--- src/rtl/rx_pkg.sv ---
// Shared receive-path definitions: default word geometry and the deserializer FSM encoding.
package rx_pkg;

  localparam int DEFAULT_DATA_W = 16;
  localparam int DEFAULT_CNT_W  = 5;

  typedef enum logic {
    IDLE  = 1'b0,
    SHIFT = 1'b1
  } rx_state_t;

endpackage : rx_pkg

--- src/rtl/rx_out_reg.sv ---
// Single-entry valid/ready holding register; a load that arrives while the
// entry is still held and not being accepted is dropped and flagged as overrun.
module rx_out_reg #(
  parameter int DATA_W = 16
) (
  input  logic              clk,
  input  logic              rst_n,
  input  logic              load,
  input  logic [DATA_W-1:0] load_data,
  input  logic              ready,
  input  logic              clear_err,
  output logic [DATA_W-1:0] data,
  output logic              valid,
  output logic              overrun
);

  logic accept;
  logic drop;

  assign accept = valid && ready;
  assign drop   = load && valid && !ready;

  always_ff @(posedge clk or negedge rst_n) begin
    if (!rst_n) begin
      data    <= '0;
      valid   <= 1'b0;
      overrun <= 1'b0;
    end else begin
      if (load && !drop) begin
        data  <= load_data;
        valid <= 1'b1;
      end else if (accept) begin
        valid <= 1'b0;
      end

      // A new drop outranks a simultaneous clear
      if (drop) begin
        overrun <= 1'b1;
      end else if (clear_err) begin
        overrun <= 1'b0;
      end
    end
  end

endmodule : rx_out_reg

--- src/rtl/serial_to_parallel.sv ---
// MSB-first deserializer: gathers strobed serial bits into DATA_W-bit words and
// hands them to a valid/ready consumer, flagging overrun and framing errors.
module serial_to_parallel
  import rx_pkg::*;
#(
  parameter int DATA_W = DEFAULT_DATA_W,
  parameter int CNT_W  = DEFAULT_CNT_W
) (
  input  logic              clk,
  input  logic              rst_n,
  input  logic              sample_en,
  input  logic              serial_in,
  input  logic              eot_in,
  input  logic              clear_err,
  output logic [DATA_W-1:0] data_out,
  output logic              data_valid,
  input  logic              data_ready,
  output logic              busy,
  output logic              overrun,
  output logic              frame_error
);

  localparam logic [CNT_W-1:0] LAST_BIT = CNT_W'(DATA_W - 1);

  rx_state_t         state;
  logic [CNT_W-1:0]  bit_cnt;
  logic [DATA_W-1:0] shift_reg;
  logic [DATA_W-1:0] shift_next;
  logic              complete;
  logic              abort;

  assign shift_next = {shift_reg[DATA_W-2:0], serial_in};
  assign complete   = sample_en && (bit_cnt == LAST_BIT);
  // A completing sample beats a same-cycle end-of-transmission
  assign abort      = (state == SHIFT) && eot_in && !complete;

  assign busy = (state == SHIFT);

  always_ff @(posedge clk or negedge rst_n) begin
    if (!rst_n) begin
      state       <= IDLE;
      bit_cnt     <= '0;
      shift_reg   <= '0;
      frame_error <= 1'b0;
    end else begin
      unique case (state)
        IDLE: begin
          if (sample_en) begin
            shift_reg <= shift_next;
            bit_cnt   <= CNT_W'(1);
            state     <= SHIFT;
          end
        end
        SHIFT: begin
          if (complete || abort) begin
            shift_reg <= '0;
            bit_cnt   <= '0;
            state     <= IDLE;
          end else if (sample_en) begin
            shift_reg <= shift_next;
            bit_cnt   <= bit_cnt + CNT_W'(1);
          end
        end
        default: begin
          state   <= IDLE;
          bit_cnt <= '0;
        end
      endcase

      if (abort) begin
        frame_error <= 1'b1;
      end else if (clear_err) begin
        frame_error <= 1'b0;
      end
    end
  end

  rx_out_reg #(
    .DATA_W (DATA_W)
  ) u_out_reg (
    .clk       (clk),
    .rst_n     (rst_n),
    .load      (complete),
    .load_data (shift_next),
    .ready     (data_ready),
    .clear_err (clear_err),
    .data      (data_out),
    .valid     (data_valid),
    .overrun   (overrun)
  );

endmodule : serial_to_parallel

--- config.mk ---
export PLATFORM = sky130hd
export DESIGN_NAME = serial_to_parallel
export DESIGN_NICKNAME = d
export VERILOG_FILES = /design/src/rtl/rx_pkg.sv /design/src/rtl/rx_out_reg.sv /design/src/rtl/serial_to_parallel.sv
export SDC_FILE = /design/constraint.sdc
export NUM_CORES = 1
export LEC_CHECK = 0
export BUFFER_PORTS_ARGS = -buffer_cell sky130_fd_sc_hd__clkbuf_2
export CAP_MARGIN = 10
export CORE_UTILIZATION = 50
export CTS_BUF_LIST = sky130_fd_sc_hd__clkbuf_4
export DETAILED_ROUTE_END_ITERATION = 10
export PLACE_DENSITY = 0.82
export RECOVER_POWER = 100
export SETUP_SLACK_MARGIN = 0.15
export SYNTH_ARGS = -nofsm -noshare
export SYNTH_HDL_FRONTEND = slang
export SYNTH_SLANG_ARGS = --single-unit
export TNS_END_PERCENT = 50
--- constraint.sdc ---
create_clock -name clk -period 2 [get_ports clk]
set_input_delay 0.1 -clock clk [delete_from_list [all_inputs] [get_ports clk]]
set_output_delay 0.1 -clock clk [all_outputs]
set_load 0.005 [all_outputs]
==> key figures <==
Drt
  – Wire length on met1: 1407 µm
  – Met2 wire len: 1651 µm
  – TritonRoute pass-1 iters: 4
  – Top sig layer: met4
  – Vias per cell: 5.092
  – Vias: 1105
  – Routed Antenna Nets: 0
  – Remaining DRCs: 0
  – DR iter-0 viols: 37
  – Met3 routed WL: 91 µm
  – Wire per inst: 14.88 µm
  – Routed wire length: 3228 µm

Layout
  – Fraction of layout cells with a size suffix above 1: 29.82%
  – Max reg flops: 16
  – Final Core Density: 61.94%
  – ANT cells: 0
  – # nets final: 180
  – Layout area overhead: 19.11%

STA
  – Period utilisation layout: 96.21%
  – WHS: 0.03213 ns
  – Clock Skews: 0.009908 ns
  – RSZ-0062 raised after global routing: true
  – Tmin final: 1.924 ns
  – Slew headroom: 36.46%
  – Setup TNS: 0 ns
  – Worst-Margin Slew: 0.9530 ns
  – Fin. Hold Viols: 0
  – Final Max Tran Viols: 0
  – # setup viols final: 0
  – Final worst-path setup slack: 0.07571 ns
  – Fmax: 519.7 MHz

Logic synthesis
  – Synthesized net count: 141
  – Synth async-reset ratio: 100.0%
  – Synth top cells by count: dfrtp_1, nor2_1, mux2i_1
  – EDFF count, synth: 0
  – Top FF cell, synth: dfrtp_1
  – Most frequent cell after synthesis: dfrtp_1
  – Synth top area share: 57.68%
  – Mean Syn Cell Area: 13.15 µm²
  – Yosys reg bits: 40
  – Post-synthesis cell type count: 29
  – Yosys top cell by area: dfrtp_1
  – Synth Instances: 132
  – Largest cells by area after synthesis: dfrtp_1, mux2_4, mux2i_1, nor2_1, mux2_2
  – Post-synthesis sequential area ratio: 57.68%
  – Syn. warnings: 0
  – Area of the mapped netlist: 1735 µm²

Power and ir drop
  – Psw: 0.0003331 W
  – PD cells: 650.1 nW/µm²
  – P_leak: 1.047 nW
  – Worst IR Drop VDD: 0.4897 mV
  – Clock power frac: 26.7%
  – Comb pwr share: 9.4%
  – Sw Share: 24.79%
  – Internal power: 0.001011 W
  – Seq pwr share: 63.8%
  – Power, Total: 0.001344 W

Worst hold path
  – Hold path cells: 3
  – Hold path startpoint: data_ready
  – WHS Endpoint: u_out_reg.valid
  – Worst min path class: in -> reg

Setup path
  – Critical R2R Launch: bit_cnt[1]
  – Reg-to-Reg End: u_out_reg.data[5]
  – CP Launch Type: flop
  – Crit-path max FO: 8
  – WP data arrival: 2.15 ns
  – Setup Crit Path Kind: reg -> reg
  – CP endpoint kind: flop
  – Cells on worst reg2reg path: 8
  – CP required: 2.23 ns
  – Reg2reg setup slack: 0.08 ns

Clocking
  – TritonCTS clock tree: built
  – Num CTS Buffers: 5
  – Reg clk slew, reported paths: 0.11 ns
  – Clock Sinks: 40
  – Number of H-tree levels: 2
  – CTS max path bufs: 2
  – Clk root buf: clkbuf_4
  – Worst-skew pair later-pin latency: 0.34 ns

Floorplanning
  – Rows: 21
  – I/O pin cnt: 27
  – Die area: 3711 µm²
  – DIE HEIGHT: 60.92 µm
  – Initial Util: 52.01%
  – Die W: 60.92 µm
  – Core Region: 3337 µm²

Placement
  – Place WS: -0.1177 ns
  – Final GP Congestion: 0.8075
  – HPWL after DPL: 2054 µm
  – Port bufs: 26

Flow run
  – MaxCap Viol Count: 0

Global route
  – Largest net degree at the start of global routing: 41
  – GRT Residual Overflow: 0
  – Antenna violations before repair: 0
  – First-pass GRT wire length: 4740 µm
  – Gr usage total: 17.98%
  – Number of global-route vias before repair: 1066

Run status
  – Outcome: finished, final reports clean
through the flow:
| step | instances | instance area [µm²] |
|---|---|---|
| 2_1_floorplan | 132 | 1735 |
| 3_3_place_gp | 203 | 1918 |
| 3_5_place_dp | 203 | 1918 |
| 4_1_cts | 213 | 1996 |
| 5_1_grt | 217 | 2067 |
| 6_report | 217 | 2067 |
cells by family (layout without fill, tap and decap cells):
family | Yosys count | after routing | share of synthesized area, %
AO/OA/AOI/OAI | 13 | 13 | 4.542
adder cells (fa/ha/maj) | 2 | 2 | 1.442
buffers and inverters | 11 | 50 | 4.469
flip-flops | 40 | 40 | 57.68
multiplexers | 31 | 31 | 21.20
AND/OR/NAND/NOR | 35 | 35 | 10.67
layout make-up:
cell class	instances	area, µm²
fill	258	1270
sequential	40	1001
multi-input combinational	81	698.2
timing repair buffer	39	250.2
tap	46	57.56
clock buffer	5	37.54
inverter	4	15.01
clock inverter	2	7.507
power groups by stage:
stage          logic [W]  clock network (W)  registers [W]
6_report        0.000127           0.000359       0.000858
5_1_grt         0.000141           0.000416       0.000861
4_1_cts         0.000125           0.000369       0.000856
3_5_place_dp    0.000119                  0       0.000872
3_3_place_gp    0.000111                  0       0.000869
2_1_floorplan  0.0000661                  0       0.000868
per-layer routing:
| metal | vias to the layer above | global-route usage, % |
|---|---|---|
| met4 | 0 | 8.117 |
| li1 | 525 | - |
| met3 | 9 | 4.478 |
| met1 | 549 | 22.53 |
| met5 | - | 0 |
| met2 | 22 | 29.51 |
worst max path at each step:
| stage | from | to | slack, ns | cells after the start |
|---|---|---|---|---|
| 2_1_floorplan | bit_cnt[0] | u_out_reg.data[10] | 0.18 | 8 |
| 3_3_place_gp | bit_cnt[0] | shift_reg[5] | 0.11 | 6 |
| 3_5_place_dp | bit_cnt[1] | shift_reg[8] | -0.12 | 6 |
| 4_1_cts | bit_cnt[1] | u_out_reg.data[1] | 0.05 | 8 |
| 5_1_grt | bit_cnt[1] | u_out_reg.data[10] | 0.03 | 8 |
| 6_report | bit_cnt[1] | u_out_reg.data[5] | 0.08 | 8 |
worst max-delay path, stage by stage (launching register included):
cell and delay [ns]:
dfrtp_1 0.41, ha_2 0.21, and3_4 0.20, ha_4 0.15, buf_6 0.10, nand2_4 0.05
nor2b_4 0.20, buf_12 0.16, mux2_2 0.34
layout by cell type, fill, tap and decap left out, types with 2 or more instances in the layout:
cell type and instances:
o21ai_0 6, nand2_1 5, a21oi_1 3, dlygate4sd3_1 3, nor2_1 18, mux2i_1 15
clkinv_1 2, clkbuf_2 14, mux2_4 15, clkbuf_4 5, inv_1 4, buf_4 6
dfrtp_1 40, clkbuf_1 13
what timing repair did:
| action | CTS | global route |
|---|---|---|
| hold endpoints to repair | 43 | 0 |
| resized for setup | 1 | 11 |
| setup buffers | 0 | 3 |
| endpoints found under the setup margin | 32 | 35 |
| gates cloned | 0 | 1 |
| pin swaps | 0 | 2 |
| hold buffers | 3 | 0 |
No activity file was read; power rests on OpenSTA's default activity.
